File: config.mk
export PLATFORM = sky130hd
export DESIGN_NAME = mtr_ramp_ctrl_flat
export DESIGN_NICKNAME = d
export VERILOG_FILES = /design/src/rtl/mtr_pkg.sv /design/src/rtl/mtr_ramp_ctrl_if.sv /design/src/rtl/spd_slew.sv /design/src/rtl/mtr_ramp_ctrl.sv /design/src/flat_wrapper.sv
export SDC_FILE = /design/constraint.sdc
export NUM_CORES = 1
export LEC_CHECK = 0
export ABC_AREA = 1
export BUFFER_PORTS_ARGS = -buffer_cell sky130_fd_sc_hd__buf_2
export CELL_PAD_IN_SITES_DETAIL_PLACEMENT = 0
export CELL_PAD_IN_SITES_GLOBAL_PLACEMENT = 1
export CORE_MARGIN = 4
export CORE_UTILIZATION = 40
export CTS_BUF_LIST = sky130_fd_sc_hd__clkbuf_4 sky130_fd_sc_hd__clkbuf_8
export CTS_CLUSTER_SIZE = 14
export DETAILED_ROUTE_END_ITERATION = 12
export HOLD_SLACK_MARGIN = 0.15
export PLACE_DENSITY_LB_ADDON = 0.1
export SLEW_MARGIN = 0
export SYNTH_ARGS = -nofsm -noshare
export SYNTH_HDL_FRONTEND = slang
export SYNTH_HIERARCHICAL = 1
export SYNTH_SLANG_ARGS = --single-unit
File: constraint.sdc
create_clock -name clk -period 4.1 [get_ports clk]
set_clock_uncertainty 0.1 [all_clocks]
set_input_delay 0.205 -clock clk [delete_from_list [all_inputs] [get_ports clk]]
set_output_delay 0.205 -clock clk [all_outputs]
set_load 0.005 [all_outputs]
File: src/rtl/mtr_pkg.sv
// Shared types, limits and step arithmetic for the motor speed slew controller.
package mtr_pkg;

  typedef logic signed [10:0] spd_t;

  typedef enum logic [1:0] {HOLD, RAMP, DWELL, BRAKE} ramp_state_t;

  localparam spd_t SPD_MAX = 11'sd1023;
  localparam spd_t SPD_MIN = -11'sd1023;

  function automatic spd_t clamp_spd(spd_t v);
    return (v < SPD_MIN) ? SPD_MIN : ((v > SPD_MAX) ? SPD_MAX : v);
  endfunction

  // Moves cur toward aim by at most s; 12-bit math so +/-1023 differences cannot overflow.
  function automatic spd_t step_toward(spd_t cur, spd_t aim, logic signed [11:0] s);
    logic signed [11:0] c, a, d, r;
    c = {cur[10], cur};
    a = {aim[10], aim};
    d = a - c;
    if (d > s) begin
      r = c + s;
    end else if (d < -s) begin
      r = c - s;
    end else begin
      r = a;
    end
    return r[10:0];
  endfunction

endpackage

File: src/rtl/mtr_ramp_ctrl_if.sv
// Command/speed bundle between the tour logic and the ramp controller.
interface mtr_ramp_ctrl_if;
  import mtr_pkg::*;

  spd_t tgt_lft;
  spd_t tgt_rght;
  logic tgt_vld;
  logic stop;
  spd_t lft_spd;
  spd_t rght_spd;
  logic busy;
  logic at_tgt;

  modport master (
    output tgt_lft, tgt_rght, tgt_vld, stop,
    input  lft_spd, rght_spd, busy, at_tgt
  );

  modport slave (
    input  tgt_lft, tgt_rght, tgt_vld, stop,
    output lft_spd, rght_spd, busy, at_tgt
  );
endinterface

File: src/rtl/spd_slew.sv
// One channel of the ramp controller: HOLD/RAMP/DWELL/BRAKE FSM and step arithmetic.
// DWELL at zero on sign reversal is built only with MTR_ZERO_DWELL_EN defined.
module spd_slew
  import mtr_pkg::*;
#(
  parameter int unsigned STEP        = 32,
  parameter int unsigned BRK_STEP    = 128,
  parameter int unsigned DWELL_TICKS = 4
) (
  input  logic        clk,
  input  logic        rst,
  input  logic        tick,
  input  logic        stop,
  input  spd_t        tgt,
  output spd_t        cur,
  output spd_t        cur_nxt,
  output ramp_state_t state_nxt
);

  localparam logic signed [11:0] StepS = 12'(STEP);
  localparam logic signed [11:0] BrkS  = 12'(BRK_STEP);
  localparam spd_t               Zero  = '0;

  ramp_state_t state_q, state_d;
  spd_t        cur_q, cur_d;
  spd_t        aim, step_nxt;
  logic        tgt_pos, cur_pos, rev;

`ifdef MTR_ZERO_DWELL_EN
  localparam int unsigned DwellW = (DWELL_TICKS > 1) ? $clog2(DWELL_TICKS) : 1;
  logic [DwellW-1:0] dwell_q, dwell_d;
`endif

  // Opposite nonzero signs: ramp to zero first, real target afterwards.
  assign tgt_pos  = !tgt[10] && (tgt != Zero);
  assign cur_pos  = !cur_q[10] && (cur_q != Zero);
  assign rev      = (tgt_pos && cur_q[10]) || (tgt[10] && cur_pos);
  assign aim      = rev ? Zero : tgt;
  assign step_nxt = step_toward(cur_q, aim, StepS);

  always_comb begin
    state_d = state_q;
    cur_d   = cur_q;
`ifdef MTR_ZERO_DWELL_EN
    dwell_d = dwell_q;
`endif
    if (stop) begin
      state_d = BRAKE;
      if (tick) cur_d = step_toward(cur_q, Zero, BrkS);
`ifdef MTR_ZERO_DWELL_EN
      dwell_d = '0;
`endif
    end else begin
      case (state_q)
        HOLD, RAMP: begin
          if (cur_q == tgt) begin
            state_d = HOLD;
          end else if (!tick) begin
            state_d = RAMP;
          end else begin
            cur_d = step_nxt;
            if (step_nxt == tgt) begin
              state_d = HOLD;
`ifdef MTR_ZERO_DWELL_EN
            end else if (rev && (step_nxt == Zero)) begin
              state_d = DWELL;
              dwell_d = '0;
`endif
            end else begin
              state_d = RAMP;
            end
          end
        end
`ifdef MTR_ZERO_DWELL_EN
        DWELL: begin
          if (tick) begin
            if ((int'(dwell_q) + 1) >= int'(DWELL_TICKS)) begin
              state_d = RAMP;
              dwell_d = '0;
            end else begin
              dwell_d = dwell_q + 1'b1;
            end
          end
        end
`endif
        default: state_d = HOLD;
      endcase
    end
  end

  always_ff @(posedge clk) begin
    if (rst) begin
      state_q <= HOLD;
      cur_q   <= '0;
`ifdef MTR_ZERO_DWELL_EN
      dwell_q <= '0;
`endif
    end else begin
      state_q <= state_d;
      cur_q   <= cur_d;
`ifdef MTR_ZERO_DWELL_EN
      dwell_q <= dwell_d;
`endif
    end
  end

  assign cur       = cur_q;
  assign cur_nxt   = cur_d;
  assign state_nxt = state_d;

endmodule

File: src/rtl/mtr_ramp_ctrl.sv
// Slew-rate controller feeding MtrDrv: tick generator, target latch, stop and status flags.
// Zero-dwell on direction reversal is enabled by defining MTR_ZERO_DWELL_EN.
module mtr_ramp_ctrl
  import mtr_pkg::*;
#(
  parameter int unsigned TICK_CYC    = 2048,
  parameter int unsigned STEP        = 32,
  parameter int unsigned BRK_STEP    = 128,
  parameter int unsigned DWELL_TICKS = 4
) (
  input logic             clk,
  input logic             rst,
  mtr_ramp_ctrl_if.slave  bus
);

  localparam int unsigned CntW = (TICK_CYC > 1) ? $clog2(TICK_CYC) : 1;

  logic [CntW-1:0] cnt_q, cnt_d;
  logic            tick;
  spd_t            tgt_lft_q, tgt_lft_d, tgt_rght_q, tgt_rght_d;
  spd_t            lft_cur, lft_nxt, rght_cur, rght_nxt;
  ramp_state_t     lft_state_nxt, rght_state_nxt;
  logic            busy_q, busy_d, at_tgt_q, at_tgt_d;

  assign tick  = (cnt_q == CntW'(TICK_CYC - 1));
  assign cnt_d = tick ? '0 : cnt_q + 1'b1;

  // Channels see the next-state target so a strobe coincident with tick acts on that tick.
  always_comb begin
    tgt_lft_d  = tgt_lft_q;
    tgt_rght_d = tgt_rght_q;
    if (bus.stop) begin
      tgt_lft_d  = '0;
      tgt_rght_d = '0;
    end else if (bus.tgt_vld) begin
      tgt_lft_d  = clamp_spd(bus.tgt_lft);
      tgt_rght_d = clamp_spd(bus.tgt_rght);
    end
  end

  spd_slew #(
    .STEP       (STEP),
    .BRK_STEP   (BRK_STEP),
    .DWELL_TICKS(DWELL_TICKS)
  ) u_lft (
    .clk      (clk),
    .rst      (rst),
    .tick     (tick),
    .stop     (bus.stop),
    .tgt      (tgt_lft_d),
    .cur      (lft_cur),
    .cur_nxt  (lft_nxt),
    .state_nxt(lft_state_nxt)
  );

  spd_slew #(
    .STEP       (STEP),
    .BRK_STEP   (BRK_STEP),
    .DWELL_TICKS(DWELL_TICKS)
  ) u_rght (
    .clk      (clk),
    .rst      (rst),
    .tick     (tick),
    .stop     (bus.stop),
    .tgt      (tgt_rght_d),
    .cur      (rght_cur),
    .cur_nxt  (rght_nxt),
    .state_nxt(rght_state_nxt)
  );

  assign busy_d   = (lft_state_nxt != HOLD) || (rght_state_nxt != HOLD);
  assign at_tgt_d = !bus.stop && (lft_nxt == tgt_lft_d) && (rght_nxt == tgt_rght_d);

  always_ff @(posedge clk) begin
    if (rst) begin
      cnt_q      <= '0;
      tgt_lft_q  <= '0;
      tgt_rght_q <= '0;
      busy_q     <= 1'b0;
      at_tgt_q   <= 1'b1;
    end else begin
      cnt_q      <= cnt_d;
      tgt_lft_q  <= tgt_lft_d;
      tgt_rght_q <= tgt_rght_d;
      busy_q     <= busy_d;
      at_tgt_q   <= at_tgt_d;
    end
  end

  assign bus.lft_spd  = lft_cur;
  assign bus.rght_spd = rght_cur;
  assign bus.busy     = busy_q;
  assign bus.at_tgt   = at_tgt_q;

endmodule

File: src/flat_wrapper.sv
// flat-port wrapper written by rule: the top's interface ports become plain ports
module mtr_ramp_ctrl_flat import mtr_pkg::*;
#(
  parameter int unsigned TICK_CYC    = 2048,
  parameter int unsigned STEP        = 32,
  parameter int unsigned BRK_STEP    = 128,
  parameter int unsigned DWELL_TICKS = 4
)
  (clk, rst, bus_tgt_lft, bus_tgt_rght, bus_tgt_vld, bus_stop, bus_lft_spd, bus_rght_spd, bus_busy, bus_at_tgt);
  mtr_ramp_ctrl_if bus_i ();
  input logic clk;
  input logic rst;
  input wire logic [$bits(bus_i.tgt_lft)-1:0] bus_tgt_lft;
  input wire logic [$bits(bus_i.tgt_rght)-1:0] bus_tgt_rght;
  input wire logic [$bits(bus_i.tgt_vld)-1:0] bus_tgt_vld;
  input wire logic [$bits(bus_i.stop)-1:0] bus_stop;
  output wire logic [$bits(bus_i.lft_spd)-1:0] bus_lft_spd;
  output wire logic [$bits(bus_i.rght_spd)-1:0] bus_rght_spd;
  output wire logic [$bits(bus_i.busy)-1:0] bus_busy;
  output wire logic [$bits(bus_i.at_tgt)-1:0] bus_at_tgt;
  assign bus_i.tgt_lft = bus_tgt_lft;
  assign bus_i.tgt_rght = bus_tgt_rght;
  assign bus_i.tgt_vld = bus_tgt_vld;
  assign bus_i.stop = bus_stop;
  assign bus_lft_spd = bus_i.lft_spd;
  assign bus_rght_spd = bus_i.rght_spd;
  assign bus_busy = bus_i.busy;
  assign bus_at_tgt = bus_i.at_tgt;
  mtr_ramp_ctrl #(.TICK_CYC(TICK_CYC), .STEP(STEP), .BRK_STEP(BRK_STEP), .DWELL_TICKS(DWELL_TICKS)) u_core (.clk(clk), .rst(rst), .bus(bus_i));
endmodule
; Yosys cells after proc, flatten, opt, wreduce, memory -nomap -nowiden
; Index checks and enable logic that the tools add are counted.
[classes]
n_addsub = 13
mul = 0
n_div = 0
magnitude_cmp = 12
eq_ne = 9
shifts = 0
n_mux = 38
n_bitwise = 0
n_reduce_logical = 29
[ops]
columns = operator, n
row1 = two-way mux 11 bit, 28
row2 = == test 11 bit, 6
row3 = nonzero test 11 bit, 4
row4 = "> comparator 12 x 7 -> 1 bit, second input constant", 2
row5 = "> comparator 12 x 9 -> 1 bit, second input constant", 2
row6 = "less-than comparator 12 x 6 -> 1 bit, second input constant", 2
row7 = "less-than comparator 12 x 8 -> 1 bit, second input constant", 2
row8 = "subtractor 1 x 11 -> 12 bit, first input constant", 2
row9 = subtractor 11 x 11 -> 12 bit, 2
row10 = "adder 11 x 7 -> 11 bit, second input constant", 2
row11 = "adder 11 x 9 -> 11 bit, second input constant", 2
row12 = "> comparator 11 bit, second input constant", 2
row13 = "less-than comparator 11 bit, second input constant", 2
row14 = "subtractor 11 x 7 -> 11 bit, second input constant", 2
row15 = "subtractor 11 x 9 -> 11 bit, second input constant", 2
row16 = "adder 11 x 1 -> 11 bit, second input constant", 1
row17 = "== test 11 bit, second input constant", 1
row18 = logical AND 1 bit, 10
row19 = two-way mux 2 bit, 4
row20 = two-way mux 1 bit, 6
row21 = OR reduction 2 bit, 3
row22 = zero test 1 bit, 5
row23 = "== test 2 x 1 -> 1 bit, second input constant", 2
row24 = zero test 2 bit, 2
row25 = 2 further kinds, 5
[word_totals]
register_bits = 61
latch_bits = 0
ramBits = 0
rom_bits = 0
input_bits = 26
elab_cells = 110
mem_count = 0

; Depth between registers and ports, before layout
; Gate-level depths: netlist of the first run.
[depth]
depth_word = 22
mapped_depth = 44

; Hierarchy
; The synthesis of the first run kept the hierarchy.
[modules_own_cells]
columns = module, n_inst, cells_each, area_per_inst_um2
row1 = spd_slew, 2, 436, 2448.6
row2 = mtr_ramp_ctrl, 1, 319, 1999.4

; Worst setup path before layout of the first run
; No wires, ideal clock.
[synth_path]
kind = input to register
startpoint = input bus_tgt_vld
endpoint = register u_core.at_tgt_q (netlist: u_core/bus.at_tgt)
setup_ns = 0.059
t_arrival_ns = 4.222
slack_ns = -0.281
cell_stages = 40
path_buffers = 4
path_cell_list = buf_6 > buf_6 > o21ai_1 > o21bai_1 > inv_1 > inv_1 > nand4_1 > o31ai_1 > o21ai_1 > buf_2 > nor2_1 > inv_1 > ha_1 > fa_1 > inv_1 > nand2_1 > nand2_1 > nand2_1 > [4 not listed] > nand2_1 > nand3_2 > o21bai_4 > buf_6 > nand3_1 > nand3_1 > o211ai_1 > nand2_1 > inv_1 > nand3_1 > nand2_1 > nor2_1 > nand2_1 > nor2_1 > nand3_1 > nor2_1 > nand3_1 > nand2_1
[synth_between]
elab_chain_len = 18
[synth_lines]
columns = item, line_no
row1 = start: declaration, flat_wrapper.sv:15  ; input wire logic [$bits(bus_i.tgt_vld)-1:0] bus_tgt_vld;
row2 = two-way mux 11 bit (*), mtr_ramp_ctrl.sv:35  ; end else if (bus.tgt_vld) begin
row3 = two-way mux 11 bit (*), mtr_ramp_ctrl.sv:32  ; if (bus.stop) begin
row4 = net u_core.tgt_lft_d[8], mtr_ramp_ctrl.sv:20  ; spd_t tgt_lft_q, tgt_lft_d, tgt_rght_q, tgt_rght_d;
row5 = nonzero test 11 bit, spd_slew.sv:35  ; assign tgt_pos = !tgt[10] && (tgt != Zero);
row6 = logical AND 1 bit, spd_slew.sv:35
row7 = logical AND 1 bit, spd_slew.sv:37  ; assign rev = (tgt_pos && cur_q[10]) || (tgt[10] && cur_pos);
row8 = logical OR 1 bit, spd_slew.sv:37
row9 = two-way mux 11 bit, spd_slew.sv:38  ; assign aim = rev ? Zero : tgt;
row10 = [3 not listed], -
row11 = two-way mux 11 bit, mtr_pkg.sv:21  ; if (d > s) begin
row12 = two-way mux 11 bit, spd_slew.sv:58  ; end else if (!tick) begin
row13 = two-way mux 11 bit (*), spd_slew.sv:56  ; if (cur_q == tgt) begin
row14 = two-way mux 11 bit (*), spd_slew.sv:54  ; case (state_q)
row15 = two-way mux 11 bit (*), spd_slew.sv:47  ; if (stop) begin
row16 = net u_core.lft_nxt[5], mtr_ramp_ctrl.sv:21  ; spd_t lft_cur, lft_nxt, rght_cur, rght_nxt;
row17 = == test 11 bit (*), mtr_ramp_ctrl.sv:72  ; assign at_tgt_d = !bus.stop && (lft_nxt == tgt_lft_d) && (rght_nxt == tgt_rght_d);
row18 = logical AND 1 bit (*) (2 in series), mtr_ramp_ctrl.sv:72
row19 = end signal: assignment, mtr_ramp_ctrl.sv:86  ; at_tgt_q <= at_tgt_d;
row20 = end: declaration, mtr_ramp_ctrl.sv:23  ; logic busy_q, busy_d, at_tgt_q, at_tgt_d;
; The timed path passes the listed nets; every way through them passes the cells marked *.
; A chain may end at the register's enable or synchronous reset.

; Final worst setup path of the first run
[layout_path]
startpoint = register u_core.tgt_rght_q[9]
endpoint = register u_core.at_tgt_q (netlist: u_core/bus.at_tgt)
[layout_between]
elab_chain_len = 17
[layout_lines]
columns = item, line_no
row1 = start: declaration, mtr_ramp_ctrl.sv:20
row2 = start signal: assignment, mtr_ramp_ctrl.sv:84  ; tgt_rght_q <= tgt_rght_d;
row3 = two-way mux 11 bit (*), mtr_ramp_ctrl.sv:35
row4 = two-way mux 11 bit (*), mtr_ramp_ctrl.sv:32
row5 = net u_core.tgt_rght_d[9], mtr_ramp_ctrl.sv:20
row6 = nonzero test 11 bit, spd_slew.sv:35
row7 = logical AND 1 bit, spd_slew.sv:35
row8 = logical AND 1 bit, spd_slew.sv:37
row9 = logical OR 1 bit, spd_slew.sv:37
row10 = two-way mux 11 bit, spd_slew.sv:38
row11 = [3 not listed], -
row12 = two-way mux 11 bit, mtr_pkg.sv:21
row13 = two-way mux 11 bit, spd_slew.sv:58
row14 = two-way mux 11 bit (*), spd_slew.sv:56
row15 = two-way mux 11 bit (*), spd_slew.sv:54
row16 = two-way mux 11 bit (*), spd_slew.sv:47
row17 = net u_core.rght_nxt[4], mtr_ramp_ctrl.sv:21
row18 = == test 11 bit (*), mtr_ramp_ctrl.sv:72
row19 = logical AND 1 bit (*), mtr_ramp_ctrl.sv:72
; Marks and branches as above.

==> results.yml, run 1 <==
yosys:
  synth-compound-area-share_pct: 12.26
  synth_xor_area_share_pct: 3.683
  synth_top_family_by_area: "simple AND/OR/NAND/NOR gates"
  synthesis.area_sq_um: 6897
  synth_edf_count: 0
  synth-simple-area-share_pct: 46.93
  synthAdderAreaFrac_pct: 6.567
  synthDistinctLibCells: 46
  syn_inst: 1191
  syn_area_per_cell_sq_um: 5.791
  synth.net_count: 1252
  synth-seq-cells: 59
  synth_warnings: 6
  synthMuxAreaShare_pct: 0.5806
  synthFlopType: "dfxtp_1"
  async_flop_share_pct: 0
  yosysSeqAreaShare_pct: 17.13
sta:
  tns_ns: -0.7108
  fmax_mhz: 223.2
  setup_violations: 3
  hold_viol_final: 0
  max_slew_margin_pct: 35.11
  grt_setup_unrepaired: "yes"
  setup_slack_ns: -0.3801
  fin_crit_sh_pct: 109.3
  period_needed_ns: 4.480
  tightest_slew_ns: 0.9733
  drv_slew: 0
setup_path:
  startpoint_type: "flop"
  cp_common_cell: "nand2_1"
  criticalPathCategory: "reg -> reg"
  slowest_stage: "fa_2"
  worstReg2RegStart: "u_core/tgt_rght_q[9]"
  critPathRequiredTime_ns: 4.28
  reg2reg_slack_ns: -0.38
  r2r_cells: 35
  r2r_end: "u_core/bus.at_tgt"
  worst-path-max-fanout: 7
  critical_path_arrival_ns: 4.66
  critical-path-max-stage-delay_ns: 0.51
  cp-end-kind: "flop"
power_and_ir_drop:
  ir_drop_uv: 157.1
  power_density_nw_per_um2: 237.4
  p_leak_nw: 5.177
floorplanning:
  chipWidth_um: 139.3
  core_sq_um: 16760
  die_y_um: 139.3
  fp-row-count: 47
  die_area_sq_um: 19410
  ios: 50
  start_util_pct: 41.15
final_layout:
  nFillCells: 1691
  drive_gt1_share_pct: 34.11
  antenna_cells: 0
  stdcell_area_sq_um: 9908
  post-route-util_pct: 59.12
  syn2layout_area_growth_pct: 43.67
  seqCellArea_sq_um: 1181
  fin_nets: 1519
  final_common_cell: "nand2_1"
  final_cell_mix: "nand2_1 (294), buf_4 (218), inv_1 (145)"
  multiInputGateArea_sq_um: 5344
min_path:
  hold_class: "in -> reg"
  whs_path_depth: 4
  hp-start: "bus_tgt_rght[9]"
  min_to: "u_core/tgt_rght_q[9]"
clock_network:
  cts_buffers: 9
  cts-root-buf: "clkbuf_8"
  path_clk_slew_ns: 0.07
  clk_path_buf_depth: 2
  cts_tree: "yes"
  clock_latency_ns: 0.35
  cts_sinks: 59
  cts-htree-levels: 3
placement:
  placed_area_sq_um: 8999
  portBuffers: 49
  hpwl_um: 19880
  gp_congestion: 0.9868
routing:
  ant_nets: 0
  via_per_inst: 5.006
  routed_wirelength_um: 24860
  drc: 0
  wl_per_cell_um: 14.77
  dr_total_vias: 8425
  drt_iter0_markers: 491
  dr.pass1.iters: 5
run_status:
  violations: "negative setup slack"
  status: "finished, violations left"
grt:
  antenna_found_initial: 0
  grt-ovfl-total: 0
  grt_pass1_vias: 7687
  track_usage_pct: 24.59
  grt_max_degree: 49
  grt_first_pass_wirelength_um: 39430
flow_run:
  max_cap_viol_count: 0
[critical path, delay by kind of cell, from the launching register on]
kind                     cells  cell delay [ns]
AND/OR/NAND/NOR             20             1.73
adder cells (fa/ha/maj)      2             0.67
buffers and inverters        6             0.52
flip-flops                   1             0.30
AO/OA/AOI/OAI                7             1.11
[flip-flops by register name, indices dropped and copies added (netlist names)]
register               cells
u_core/bus.at_tgt          1
u_core/cnt_q              11
u_core/u_rght/state_q      1
u_core/u_lft/cur          11
u_core/u_lft/state_q       1
u_core/tgt_lft_q          11
u_core/tgt_rght_q         11
u_core/bus.busy            1
u_core/u_rght/cur         11
[cell families after synthesis]
group           Yosys count
flops                    59
fa+ha+maj                35
buf+inv                 211
mux                       4
xor+xnor                 29
simple gates            718
compound gates          135
[worst max-delay path by stage]
| stage | startpoint | end | slack, ns | cells after the start |
|---|---|---|---|---|
| finish | u_core/tgt_rght_q[9] | u_core/bus.at_tgt | -0.38 | 35 |
| global placement | bus_tgt_vld | u_core/bus.at_tgt | -0.86 | 33 |
| CTS | u_core/u_rght/cur[1] | u_core/bus.at_tgt | -0.30 | 32 |
| detailed placement | bus_tgt_vld | u_core/bus.at_tgt | -0.86 | 35 |
| floorplan | bus_tgt_vld | u_core/bus.at_tgt | -0.006 | 40 |
| global route | u_core/tgt_lft_q[8] | u_core/bus.at_tgt | -0.77 | 34 |
[routing by layer]
layer / vias to the layer above / part of all wire (%) / GRT usage, %
met3: 24 / 6.2 / 3.328
met1: 3807 / 51 / 38.92
met4: 0 / 1.1 / 4.325
met5: - / 0 / 0
li1: 4345 / - / -
met2: 249 / 41 / 35.45
[cell usage after synthesis (3+ instances only)]
library cell | instances | area, sq um
nand2_1 | 327 | 1227
inv_1 | 163 | 611.8
nor2_1 | 151 | 566.8
nand3_1 | 130 | 650.6
dfxtp_1 | 59 | 1181
a21oi_1 | 58 | 290.3
ha_1 | 33 | 412.9
o21ai_0 | 26 | 130.1
xor2_1 | 25 | 219.0
nand2_2 | 20 | 125.1
nand4_1 | 20 | 125.1
o211ai_1 | 20 | 150.1
buf_2 | 18 | 90.09
nand3_2 | 17 | 170.2
inv_2 | 12 | 45.04
nor2_2 | 10 | 62.56
clkbuf_1 | 8 | 30.03
nand3b_1 | 8 | 60.06
nor3_1 | 8 | 40.04
nor3b_1 | 6 | 45.04
o21ai_1 | 6 | 30.03
buf_6 | 5 | 56.30
a31oi_1 | 4 | 25.02
mux2i_1 | 4 | 40.04
nand2_4 | 4 | 45.04
o21bai_1 | 4 | 30.03
o31ai_1 | 4 | 30.03
or2_2 | 4 | 25.02
xnor2_1 | 4 | 35.03
a21oi_2 | 3 | 26.28
buf_4 | 3 | 22.52
nor4_1 | 3 | 18.77
or2_1 | 3 | 18.77
[final cells by class]
class / instances / area share [%]
inverters: 175 / 6.680
repair buffers: 292 / 22.44
multi-input cells: 921 / 53.93
flip-flops and latches: 59 / 11.92
clock inverters: 7 / 0.9976
well taps: 220 / 2.778
clock buffers: 9 / 1.250
[stage by stage]
step | total power [mW] | instances | worst slack [ns] | hold WS [ns]
floorplan | 1.203 | 1191 | -0.006319 | 0.1741
detailed placement | 1.545 | 1643 | -0.8645 | 0.3508
global placement | 1.544 | 1643 | -0.8596 | 0.3317
finish | 2.352 | 1683 | -0.3801 | 0.2031
global route | 2.510 | 1683 | -0.7684 | 0.2045
CTS | 2.193 | 1666 | -0.3003 | 0.1832
[report_power, final]
group	switching (mW)	internal [mW]	total, mW
clock	0.263	0.346	0.609
sequential	0.00600	0.587	0.593
combinational	0.636	0.514	1.15
total	0.905	1.45	2.35
[repair_timing]
action	4_1_cts	5_1_grt
endpoints found under the setup margin	9	22
buffers inserted	6	20
hold buffers	1	0
hold endpoints to repair	1	0
gates resized for setup	18	112
pin swaps	7	58
Power figures use the tool's default switching activity.
==> run 2: changes to the inputs <==
Settings changed: ABC_AREA 1 to unset, CORE_UTILIZATION 40 to 42, PLACE_DENSITY set to 0.77, PLACE_DENSITY_LB_ADDON 0.1 to unset, SYNTH_HIERARCHICAL 1 to unset.
==> run 2 against run 1 <==
- the run still ends with negative setup slack left
- non-clock buffer count is 111 higher
- die area down 5.2%
- routed wire length is 19% higher
- critical path depth shrank 14
- largest power group unchanged
- power up 8.6%
- sequential share of layout area shrank 1.4 points
- hold slack better by 0.031 ns
- combinational power increased by 22%
- core utilization grew 10 points
- highest routed layer unchanged
- first-iteration DRC count grew 69%
- final cell count shrank 8.9%
- clock-buffer cell count unchanged
==> results.yml, run 2 <==
floorplanning:
  die_area_sq_um: 18400
  ios: 50
  chipWidth_um: 135.7
  core_sq_um: 15940
  die_y_um: 135.7
  fp-row-count: 46
  start_util_pct: 42.93
routing:
  via_per_inst: 5.945
  drc: 0
  ant_nets: 0
  drt_iter0_markers: 830
  dr.pass1.iters: 6
  dr_total_vias: 9119
  wl_per_cell_um: 19.21
  routed_wirelength_um: 29470
final_layout:
  drive_gt1_share_pct: 46.28
  syn2layout_area_growth_pct: 61.46
  layout.cells.non_filler: 1534
  nFillCells: 1291
  stdcell_area_sq_um: 11050
  final_cell_mix: "buf_4 (317), nor2_1 (103), dfxtp_1 (55)"
  fin_nets: 1374
  final_common_cell: "buf_4"
  antenna_cells: 0
setup_path:
  startpoint_type: "flop"
  worstReg2RegStart: "u_core.u_rght.cur[2]"
  critical_path_arrival_ns: 5.77
  r2r_cells: 21
  reg2reg_slack_ns: -1.51
  cp-end-kind: "flop"
  criticalPathCategory: "reg -> reg"
  r2r_end: "u_core.bus.at_tgt"
  critPathRequiredTime_ns: 4.26
  worst-path-max-fanout: 5
  critPathCapture: "u_core.bus.at_tgt"
  crit_start: "u_core.u_rght.cur[2]"
yosys:
  synth_common_cells: "nor2_1 (119), a21oi_1 (65), nand2_1 (63)"
  synthFlopType: "dfxtp_1"
  synth_edf_count: 0
  synthTopCellsByArea: "dfxtp_1 (17%), nor2_1 (6.5%), ha_1 (6.0%), a21oi_1 (4.8%), xnor2_1 (4.4%)"
  yosys.area.top_type_share_pct: 16.97
  synth.net_count: 1016
  yosysSeqAreaShare_pct: 16.97
  synth_warnings: 0
  synth-seq-cells: 58
  synthDistinctLibCells: 95
  syn_area_per_cell_sq_um: 7.167
  async_flop_share_pct: 0
  synth_most_common_cell: "nor2_1"
  syn_inst: 955
  synthesis.area_sq_um: 6844
  yosysTopAreaCell: "dfxtp_1"
sta:
  grt_setup_unrepaired: "yes"
  hold_viol_final: 0
  tns_ns: -15.18
  drv_slew: 0
  period_needed_ns: 5.609
  setup_violations: 24
  tightest_slew_ns: 0.9886
  fmax_mhz: 178.3
  setup_slack_ns: -1.509
  max_slew_margin_pct: 34.09
  fin_crit_sh_pct: 136.8
grt:
  track_usage_pct: 30.78
  grt_pass1_vias: 8759
  antenna_found_initial: 0
  grt-ovfl-total: 0
  grt_first_pass_wirelength_um: 45350
  grt_max_degree: 48
run_status:
  status: "finished, violations left"
  violations: "negative setup slack"
placement:
  place_ws_ns: -1.875
  gp_congestion: 0.9807
  post-place-cells: 1449
  portBuffers: 49
  placed_area_sq_um: 9290
  hpwl_um: 20990
clock_network:
  cts_tree: "yes"
  cts_buffers: 9
  cts_sinks: 58
  clock_latency_ns: 0.36
  cts-htree-levels: 3
  path_clk_slew_ns: 0.08
  clk_path_buf_depth: 2
  cts-root-buf: "clkbuf_8"
power_and_ir_drop:
  p_leak_nw: 4.802
  ir_drop_uv: 185.8
  power_density_nw_per_um2: 231.1
flow_run:
  max_cap_viol_count: 0
min_path:
  hold_class: "in -> reg"
==> run 2: cell count changes in the layout (fill, tap and decap cells not counted), sizes merged, moves of 13 or more <==
cell    previous run  this run
nand2            351        64
inv              177        41
nand3            147        23
buf              291       403
nor2             162       123
nor3              10        45
xnor2              4        34
o21ai             33        61
mux2i              4        25
nand2b             0        19
a211oi             0        18
a21o               0        16
xor2              25        12
==> run 2: worst max-delay path, cell delays in order, from the launching register on <==
cell and delay (ns):
dfxtp_2 0.33, or4_4 0.55, nor2_4 0.12, a21oi_2 0.07, nand2b_1 0.14, nand2_2 0.12, buf_6 0.16, nor3_4 0.18
ha_4 0.18, o211ai_1 0.18, buf_4 0.19, a21o_1 0.18, a21oi_2 0.19, nand4_1 0.19, or4_4 0.57, o22ai_4 0.22
nor3b_4 0.28, nor3_1 0.09, a22o_1 0.26, or4b_1 0.52, or4_4 0.42, o41ai_2 0.26
==> run 2: worst min-delay path by stage <==
stage                     slack, ns                    end       startpoint  depth (start not counted)
after global routing           0.25  u_core.tgt_rght_q[10]         bus_stop                          3
after floorplan                0.32        u_core.cnt_q[0]  u_core.cnt_q[0]                          1
after global placement         0.33        u_core.cnt_q[0]  u_core.cnt_q[0]                          1
after detailed placement       0.34        u_core.cnt_q[0]  u_core.cnt_q[0]                          1
after CTS                      0.21  u_core.tgt_rght_q[10]         bus_stop                          3
final                          0.23  u_core.tgt_rght_q[10]         bus_stop                          3
==> run 2: cell families after synthesis <==
family	Yosys count	synth area share (%)
adders and majority gates	35	6.618
xor gates and xnor gates	46	5.887
DFF	58	16.97
muxes	31	5.155
buffers and inverters	99	6.362
AOI/OAI and AO/OA	293	29.52
and+or+nand+nor	393	29.49
==> run 2: what timing repair did <==
action                     4_1_cts  5_1_grt
pin swaps                       63       57
gates resized for setup        171       68
hold buffers                     0        0
setup endpoints to repair       24       24
buffers inserted                59       25
==> run 2: per-stage QoR <==
step                      hold slack [ns]  util, %  power (mW)
after floorplan                    0.3175        -       1.185
after global routing               0.2527    69.31       2.675
final                              0.2342    69.31       2.554
after detailed placement           0.3448    58.27       1.644
after CTS                          0.2114    66.56       2.436
after global placement             0.3277    58.27       1.634
==> run 2: power breakdown <==
| group | switching [mW] | leakage [nW] | internal [mW] |
|---|---|---|---|
| clock network | 0.279 | 0.100 | 0.286 |
| logic | 0.697 | 4.23 | 0.704 |
| registers | 0.0102 | 0.473 | 0.578 |
==> run 2: final cells by class <==
cell class	count	area [sq um]	share of cell area, %
repair buffers	403	3058	27.67
clock inverters	7	77.57	0.7020
multi-input cells	798	6195	56.06
inverters	43	161.4	1.461
clock buffers	9	123.9	1.121
flip-flops and latches	58	1165	10.54
well taps	216	270.3	2.446
==> run 2: routing by layer <==
| layer | up-vias | global-route usage [%] | share of wire (%) |
|---|---|---|---|
| li1 | 4278 | - | - |
| met4 | 0 | 16.69 | 6.3 |
| met1 | 4261 | 37.73 | 40 |
| met2 | 443 | 52.07 | 47 |
| met5 | - | 0 | 0 |
| met3 | 137 | 4.235 | 6.1 |
